## src/rtl/add8_result_accumulator.sv

```systemverilog
// add8 result accumulator.
// Sums BURST_LEN consecutive add8 results ({cout,sum}, 9 bits) into an ACC_W-bit
// total and presents the completed burst with a valid/ready handshake. The total
// wraps rather than saturating; overflow records any carry out of the top bit
// during the burst and stays set until the burst is consumed or cleared.
module add8_result_accumulator #(
  parameter int unsigned BURST_LEN = 4,
  parameter int unsigned ACC_W     = 16
) (
  input  logic             clk,
  input  logic             rst_n,
  input  logic [7:0]       sum,
  input  logic             cout,
  input  logic             in_valid,
  output logic             in_ready,
  input  logic             clear,
  output logic [ACC_W-1:0] total,
  output logic [7:0]       count,
  output logic             overflow,
  output logic             out_valid,
  input  logic             out_ready
);

  localparam int unsigned SumW      = ACC_W + 1;
  localparam logic [7:0]  LastCount = 8'(BURST_LEN);

  typedef enum logic [1:0] {
    StIdle,
    StAccum,
    StHold
  } state_e;

  state_e           state_q, state_d;
  logic [ACC_W-1:0] total_q, total_d;
  logic [7:0]       count_q, count_d;
  logic             overflow_q, overflow_d;
  logic             in_ready_q, in_ready_d;
  logic             out_valid_q, out_valid_d;

  logic             accept;
  logic [8:0]       value;
  logic [SumW-1:0]  acc_sum;
  logic [7:0]       count_inc;

  // Only a registered in_ready can gate an accept, so sum/cout are never
  // looked at while in_valid is low or the block is holding a result.
  assign accept    = in_valid & in_ready_q;
  assign value     = {cout, sum};
  assign acc_sum   = {1'b0, total_q} + SumW'(value);
  assign count_inc = count_q + 8'd1;

  // Next-state logic: clear beats everything, then accept / out handshake.
  always_comb begin
    state_d    = state_q;
    total_d    = total_q;
    count_d    = count_q;
    overflow_d = overflow_q;

    if (clear) begin
      state_d    = StIdle;
      total_d    = '0;
      count_d    = '0;
      overflow_d = 1'b0;
    end else begin
      unique case (state_q)
        StIdle: begin
          if (accept) begin
            total_d    = ACC_W'(value);
            count_d    = 8'd1;
            overflow_d = 1'b0;
            state_d    = (LastCount == 8'd1) ? StHold : StAccum;
          end
        end
        StAccum: begin
          if (accept) begin
            total_d    = acc_sum[ACC_W-1:0];
            count_d    = count_inc;
            overflow_d = overflow_q | acc_sum[ACC_W];
            state_d    = (count_inc == LastCount) ? StHold : StAccum;
          end
        end
        StHold: begin
          if (out_ready) begin
            state_d    = StIdle;
            total_d    = '0;
            count_d    = '0;
            overflow_d = 1'b0;
          end
        end
        default: begin
          state_d    = StIdle;
          total_d    = '0;
          count_d    = '0;
          overflow_d = 1'b0;
        end
      endcase
    end
  end

  // Handshake outputs are registered from the next state so they change on the
  // same edge as the state. in_ready stays low through reset and rises on the
  // first edge after release.
  always_comb begin
    in_ready_d  = (state_d != StHold);
    out_valid_d = (state_d == StHold);
  end

  // State and output registers.
  always_ff @(posedge clk or negedge rst_n) begin
    if (!rst_n) begin
      state_q     <= StIdle;
      total_q     <= '0;
      count_q     <= '0;
      overflow_q  <= 1'b0;
      in_ready_q  <= 1'b0;
      out_valid_q <= 1'b0;
    end else begin
      state_q     <= state_d;
      total_q     <= total_d;
      count_q     <= count_d;
      overflow_q  <= overflow_d;
      in_ready_q  <= in_ready_d;
      out_valid_q <= out_valid_d;
    end
  end

  assign in_ready  = in_ready_q;
  assign out_valid = out_valid_q;
  assign total     = total_q;
  assign count     = count_q;
  assign overflow  = overflow_q;

endmodule

```

## config.mk

```make
export PLATFORM = sky130hd
export DESIGN_NAME = add8_result_accumulator
export DESIGN_NICKNAME = d
export VERILOG_FILES = /design/src/rtl/add8_result_accumulator.sv
export SDC_FILE = /design/constraint.sdc
export NUM_CORES = 1
export LEC_CHECK = 0
export ABC_AREA = 1
export CORE_MARGIN = 1
export CORE_UTILIZATION = 50
export DETAILED_ROUTE_END_ITERATION = 12
export GPL_TIMING_DRIVEN = 0
export PLACE_DENSITY = 0.78
export RECOVER_POWER = 25
export SYNTH_ARGS = -nofsm -noshare
export SYNTH_HDL_FRONTEND = slang
export SYNTH_SLANG_ARGS = --single-unit
export TNS_END_PERCENT = 100
```

## constraint.sdc

```tcl
create_clock -name clk -period 2.6 [get_ports clk]
set_clock_uncertainty 0.05 [all_clocks]
set_input_delay 0.39 -clock clk [delete_from_list [all_inputs] [get_ports clk]]
set_output_delay 0.39 -clock clk [all_outputs]
set_load 0.02 [all_outputs]
```

* Yosys cells after proc, flatten, opt, wreduce, memory -nomap -nowiden
Index checks and enable logic that the tools add are counted.
** Cells by class
- Add/subtract/negate cells :: 2
- Eq/ne operators :: 8
- Muxes and demuxes :: 21
- Bitwise logic cells :: 2
- Reductions and logical operators :: 2
** Operators with widths (number)
- 16-bit 2-to-1 mux :: 4
- 16-bit case mux with 3 select lines :: 1
- 8-bit 2-to-1 mux :: 4
- 8-bit case mux with 3 select lines :: 1
- 16-bit by 9-bit adder with 17-bit output :: 1
- 2-bit 2-to-1 mux :: 5
- 3-bit inequality test, second input constant :: 3
- 8-bit by 1-bit adder with 8-bit output, second input constant :: 1
- 8-bit by 3-bit equality test with 1-bit output, second input constant :: 1
- 2-bit case mux with 3 select lines :: 1
- 2-bit equality test, second input constant :: 2
- 1-bit 2-to-1 mux :: 4
- 1-bit case mux with 3 select lines :: 1
- 3-bit AND reduction :: 1
- 2-bit by 1-bit equality test with 1-bit output, second input constant :: 1
- 2-bit zero test :: 1
- 2-bit inequality test, second input constant :: 1
- 1-bit bitwise AND :: 1
- 1-bit bitwise OR :: 1
** Storage, ports and cells
- Register bits after elaboration :: 29
- Bits of input ports :: 14
- Output and inout port bits :: 27
- Word-level logic and storage cells :: 41

* Longest topological paths before layout
- Depth after elaboration :: 7
- Mapped depth :: 12
- Mapped depth without buffers :: 12

* Worst setup path before layout
No wires, ideal clock.
- Kind :: flip-flop to flip-flop
- Start :: register total_q[0], in the netlist total[0]
- End :: register total_q[6], in the netlist total[6]
- Setup time :: 0.116 ns
- Arrival time :: 1.655 ns
- Data required time :: 2.434 ns
- Setup slack :: 0.779 ns
- Cell stages (with the launch flop) :: 11
- Buffers on the path :: 0
- Period minus slack after synthesis :: 1.821 ns
- Cell sequence :: dfrtp_1 ha_1 fa_1 nand2_1 nand3_1 nand3_1 nand3b_1 nand3_1 nand2_1 nand2_1 nand2_1
** On the way
- Longest elaborated chain between the ends :: 4
** RTL lines
- from (decl) :: RTL line 34 : logic [ACC_W-1:0] total_q, total_d;
- from (signal assigned) :: RTL line 119 : total_q <= total_d;
- 16-bit by 9-bit adder with 17-bit output :: RTL line 49 : assign acc_sum = {1'b0, total_q} + SumW'(value);
- 16-bit 2-to-1 mux :: RTL line 75 : if (accept) begin
- 16-bit case mux with 3 select lines :: RTL line 65 : unique case (state_q)
- 16-bit 2-to-1 mux :: RTL line 59 : if (clear) begin
No other way between the ends. The select of a mux whose other input is x is not followed.
A chain may end at the register's enable or synchronous reset.

* Final worst setup path
- Start :: input sum[0]
- End :: register total_q[6], in the netlist total[6]
** On the way
- Longest elaborated chain between the ends :: 4
** RTL lines
- from (decl) :: RTL line 12 : input logic [7:0] sum,
- 16-bit by 9-bit adder with 17-bit output :: RTL line 49
- 16-bit 2-to-1 mux :: RTL line 75
- 16-bit case mux with 3 select lines :: RTL line 65
- 16-bit 2-to-1 mux :: RTL line 59
No other way between the ends. The select of a mux whose other input is x is not followed.

==> run_results.csv <==
group,metric,value,unit
run_status,status,"finished with violations",
run_status,violations,"capacitance limit, slew limit",
synth,synth_top_area_share,34.98,%
floorplan,initial_core_util,51.86,%
worst_setup_path,endpoint_kind,"flip-flop",
worst_setup_path,worst_path_most_repeated_cell,"nand2_1",
floorplan,die_h,66.41,microns
layout,final_common_cell,"nand2_1",
grt,antenna_found_initial,0,
placed_design,place_area,2537,sq um
timing,max_freq,0.4812,GHz
grt,grt_overflow,0,
timing,finalCritPeriodShare,79.93,%
layout,drive_gt1_share,8.475,%
cts,postCtsHoldBufs,0,
worst_setup_path,start_kind,"input port",
placed_design,finalWeightedCongestion,0.8975,
drt,dr.pass1.iters,4,
floorplan,ios,41,
synth,ys_types,29,
synth,synth_ff_type,"dfrtp_1",
worst_setup_path,reg2reg_slack,0.68,ns
layout,syn_to_final_growth,26.00,%
worst_setup_path,max_stage_delay,0.44,ns
timing,layout_setup_ws,0.5218,ns
layout,diodes,0,
timing,relSlewSlack,-3.910,%
cts,cts_tree,"yes",
placed_design,portBuffers,40,
synth,yosysSeqAreaShare,34.98,%
power_and_ir_drop,vdd_drop_max,385.4,uV
synth,synthesis.nets,332,
drt,drt_iter0_drc,127,
worst_setup_path,worstPathRequired,2.72,ns
worst_setup_path,cp-startpoint,"sum[0]",
worst_hold_path,hp-class,"input port to asynchronous set/reset pin",
floorplan,fp-row-count,23,
worst_setup_path,crit_cells,11,
synth,syn_area,2074,sq um
worst_setup_path,setup.worst_path.class,"input port to flip-flop",
floorplan,core-area,4000,sq um
worst_setup_path,crit_fanout,4,
synth,synth_area_per_cell,6.779,sq um
floorplan,dieArea,4410,sq um
layout,multi_input_area,1166,sq um
drt,routed_wl,4773,microns
cts,cts_buffers,5,
timing,drv_slew,30,
layout,fin_area,2614,sq um
grt,grt_max_degree,30,
layout,utilization,65.34,%
worst_setup_path,r2r-start,"total[0]",
flow_run,cap_violations,1,
grt,grt_pass1_vias,1910,
power_and_ir_drop,power_density,451.7,nW/um^2
drt,via_count,2074,
layout,stdcell_count,404,
placed_design,pre_cts_ws,0.2495,ns
worst_setup_path,crit_buf_inv,1,
synth,synth.top_cells.by_area,"dfrtp_1, nand2_1, nand3_1",
synth,ys_seq_elements,29,
drt,wl_per_cell,11.81,microns
grt,busiest_layer,"met2",
worst_setup_path,crit_chain,"clkdlybuf4s50_1 -> ha_1 -> fa_1 -> nand2_1 -> nand3_1 -> nand3_1 -> nand3b_1 -> nand3_1 -> nand2_1 -> nand2_1 -> nand2_1",
grt,grt_use_total,24.60,%
worst_setup_path,crit_family,"adder cells",
synth,synth_top_area_cell,"dfrtp_1",
grt,grt_pass1_wl,8142,microns
synth,yosysWarnings,0,
drt,ant_nets,0,
layout,nFillCells,370,
timing,finalSetupViolCount,0,
drt,drt-vias-per-instance,5.134,
timing,hold_violations,0,
worst_setup_path,ff2ff_path_depth,10,
placed_design,dp_hpwl,3618,microns
grt,grt_use_met3,5.345,%
layout,finalNetCount,379,
layout,ff_latch_area,725.7,sq um
synth,synth_edf_count,0,
cts,clock_sinks,29,
placed_design,dp.cells,396,
cts,post_cts_resized,0,
layout,final_cell_mix,"nand2_1, clkdlybuf4s50_1, nand3_1, inv_1, dfrtp_1",
cts,cts_max_level,2,
timing,fin_tns_setup,0,ns
cts,cts-root-buf,"clkbuf_8",
synth,async_flop_share,100.0,%
synth,synthesis.instances,306,
worst_setup_path,rr_endpoint,"total[6]",
floorplan,die_x,66.41,microns
cts,clk_latency,0.28,ns
worst_setup_path,slowest_stage,"fa_1",
worst_setup_path,crit_arrival,2.20,ns
cts,clock_path_buffers,2,
power_and_ir_drop,p_leak,1.292,nW
drt,drc_errors,0,
worst_setup_path,cp-endpoint,"total[6]",
timing,rsz0062_at_grt,"false",
grt,grt_use_met2,38.27,%
cts,cts_setup_buffers,0,
cts,clkTransAtPathRegs,0.07,ns
timing,worstMarginPinSlew,1.559,ns
timing,min_period,2.078,ns
grt,grt_use_met1,33.01,%
==> cells by family after synthesis <==
family	count (synthesis)	synth area share [%]
buf+inv	45	8.806
simple gates	188	39.26
xor+xnor	2	1.207
compound gates	30	8.142
flops	29	34.98
fa+ha+maj	12	7.599
==> worst reg2reg max path, cell delays in order, from the launching register on <==
cell      delay (ns)
dfrtp_1         0.40
ha_1            0.24
fa_1            0.44
nand2_1         0.11
nand3_1         0.13
nand3_1         0.13
nand3b_1        0.08
nand3_1         0.08
nand2_1         0.05
nand2_1         0.05
nand2_1         0.05
==> how the worst min path moves through the flow <==
| stage | endpoint | slack, ns | cells past startpoint |
|---|---|---|---|
| 2_1_floorplan | count[0] | 0.04 | 0 |
| 3_3_place_gp | total[8] | 0.45 | 2 |
| 3_5_place_dp | total[8] | 0.44 | 2 |
| 4_1_cts | total[8] | 0.46 | 2 |
| 5_1_grt | overflow | 0.50 | 2 |
| 6_report | total[12] | 0.43 | 1 |
==> per-stage QoR <==
step | hold WS, ns | power (mW)
after global placement | 0.4464 | 0.8206
after global routing | 0.5047 | 1.251
after floorplan | 0.04441 | 0.7058
final | 0.4345 | 1.181
after detailed placement | 0.4439 | 0.8260
after CTS | 0.4610 | 1.189
==> flip-flops by register name (all words and copies together) (netlist names) <==
register / cells
total: 16
count: 8
state_q: 2
in_ready: 1
out_valid: 1
overflow: 1
==> layout make-up <==
class | instances | share of cell area, %
inverter | 41 | 5.984
clock buffer | 6 | 2.776
clock inverter | 2 | 0.3830
buffer | 4 | 1.005
multi-input combinational | 232 | 44.61
sequential | 29 | 27.76
timing repair buffer | 40 | 15.08
tap | 50 | 2.393
==> layer usage <==
layer	routed length [microns]	up-vias
li1	-	1074
met1	2351	943
met2	2147	48
met3	188	9
met4	85	0
met5	0	-
==> power by group <==
part           switching (mW)  internal (mW)  total, mW
Sequential             0.0235          0.472      0.495
Clock                   0.177          0.185      0.362
Combinational           0.195          0.129      0.324
Total                   0.395          0.785       1.18
==> Yosys cell counts (4+ instances only) <==
library cell,count
a21oi_1,11
dfrtp_1,29
ha_1,11
inv_1,34
inv_2,6
nand2_1,112
nand3_1,35
nand3_2,4
nand4_1,4
nor2_1,23
o21ai_1,9
No activity file was read; power rests on OpenSTA's default activity.
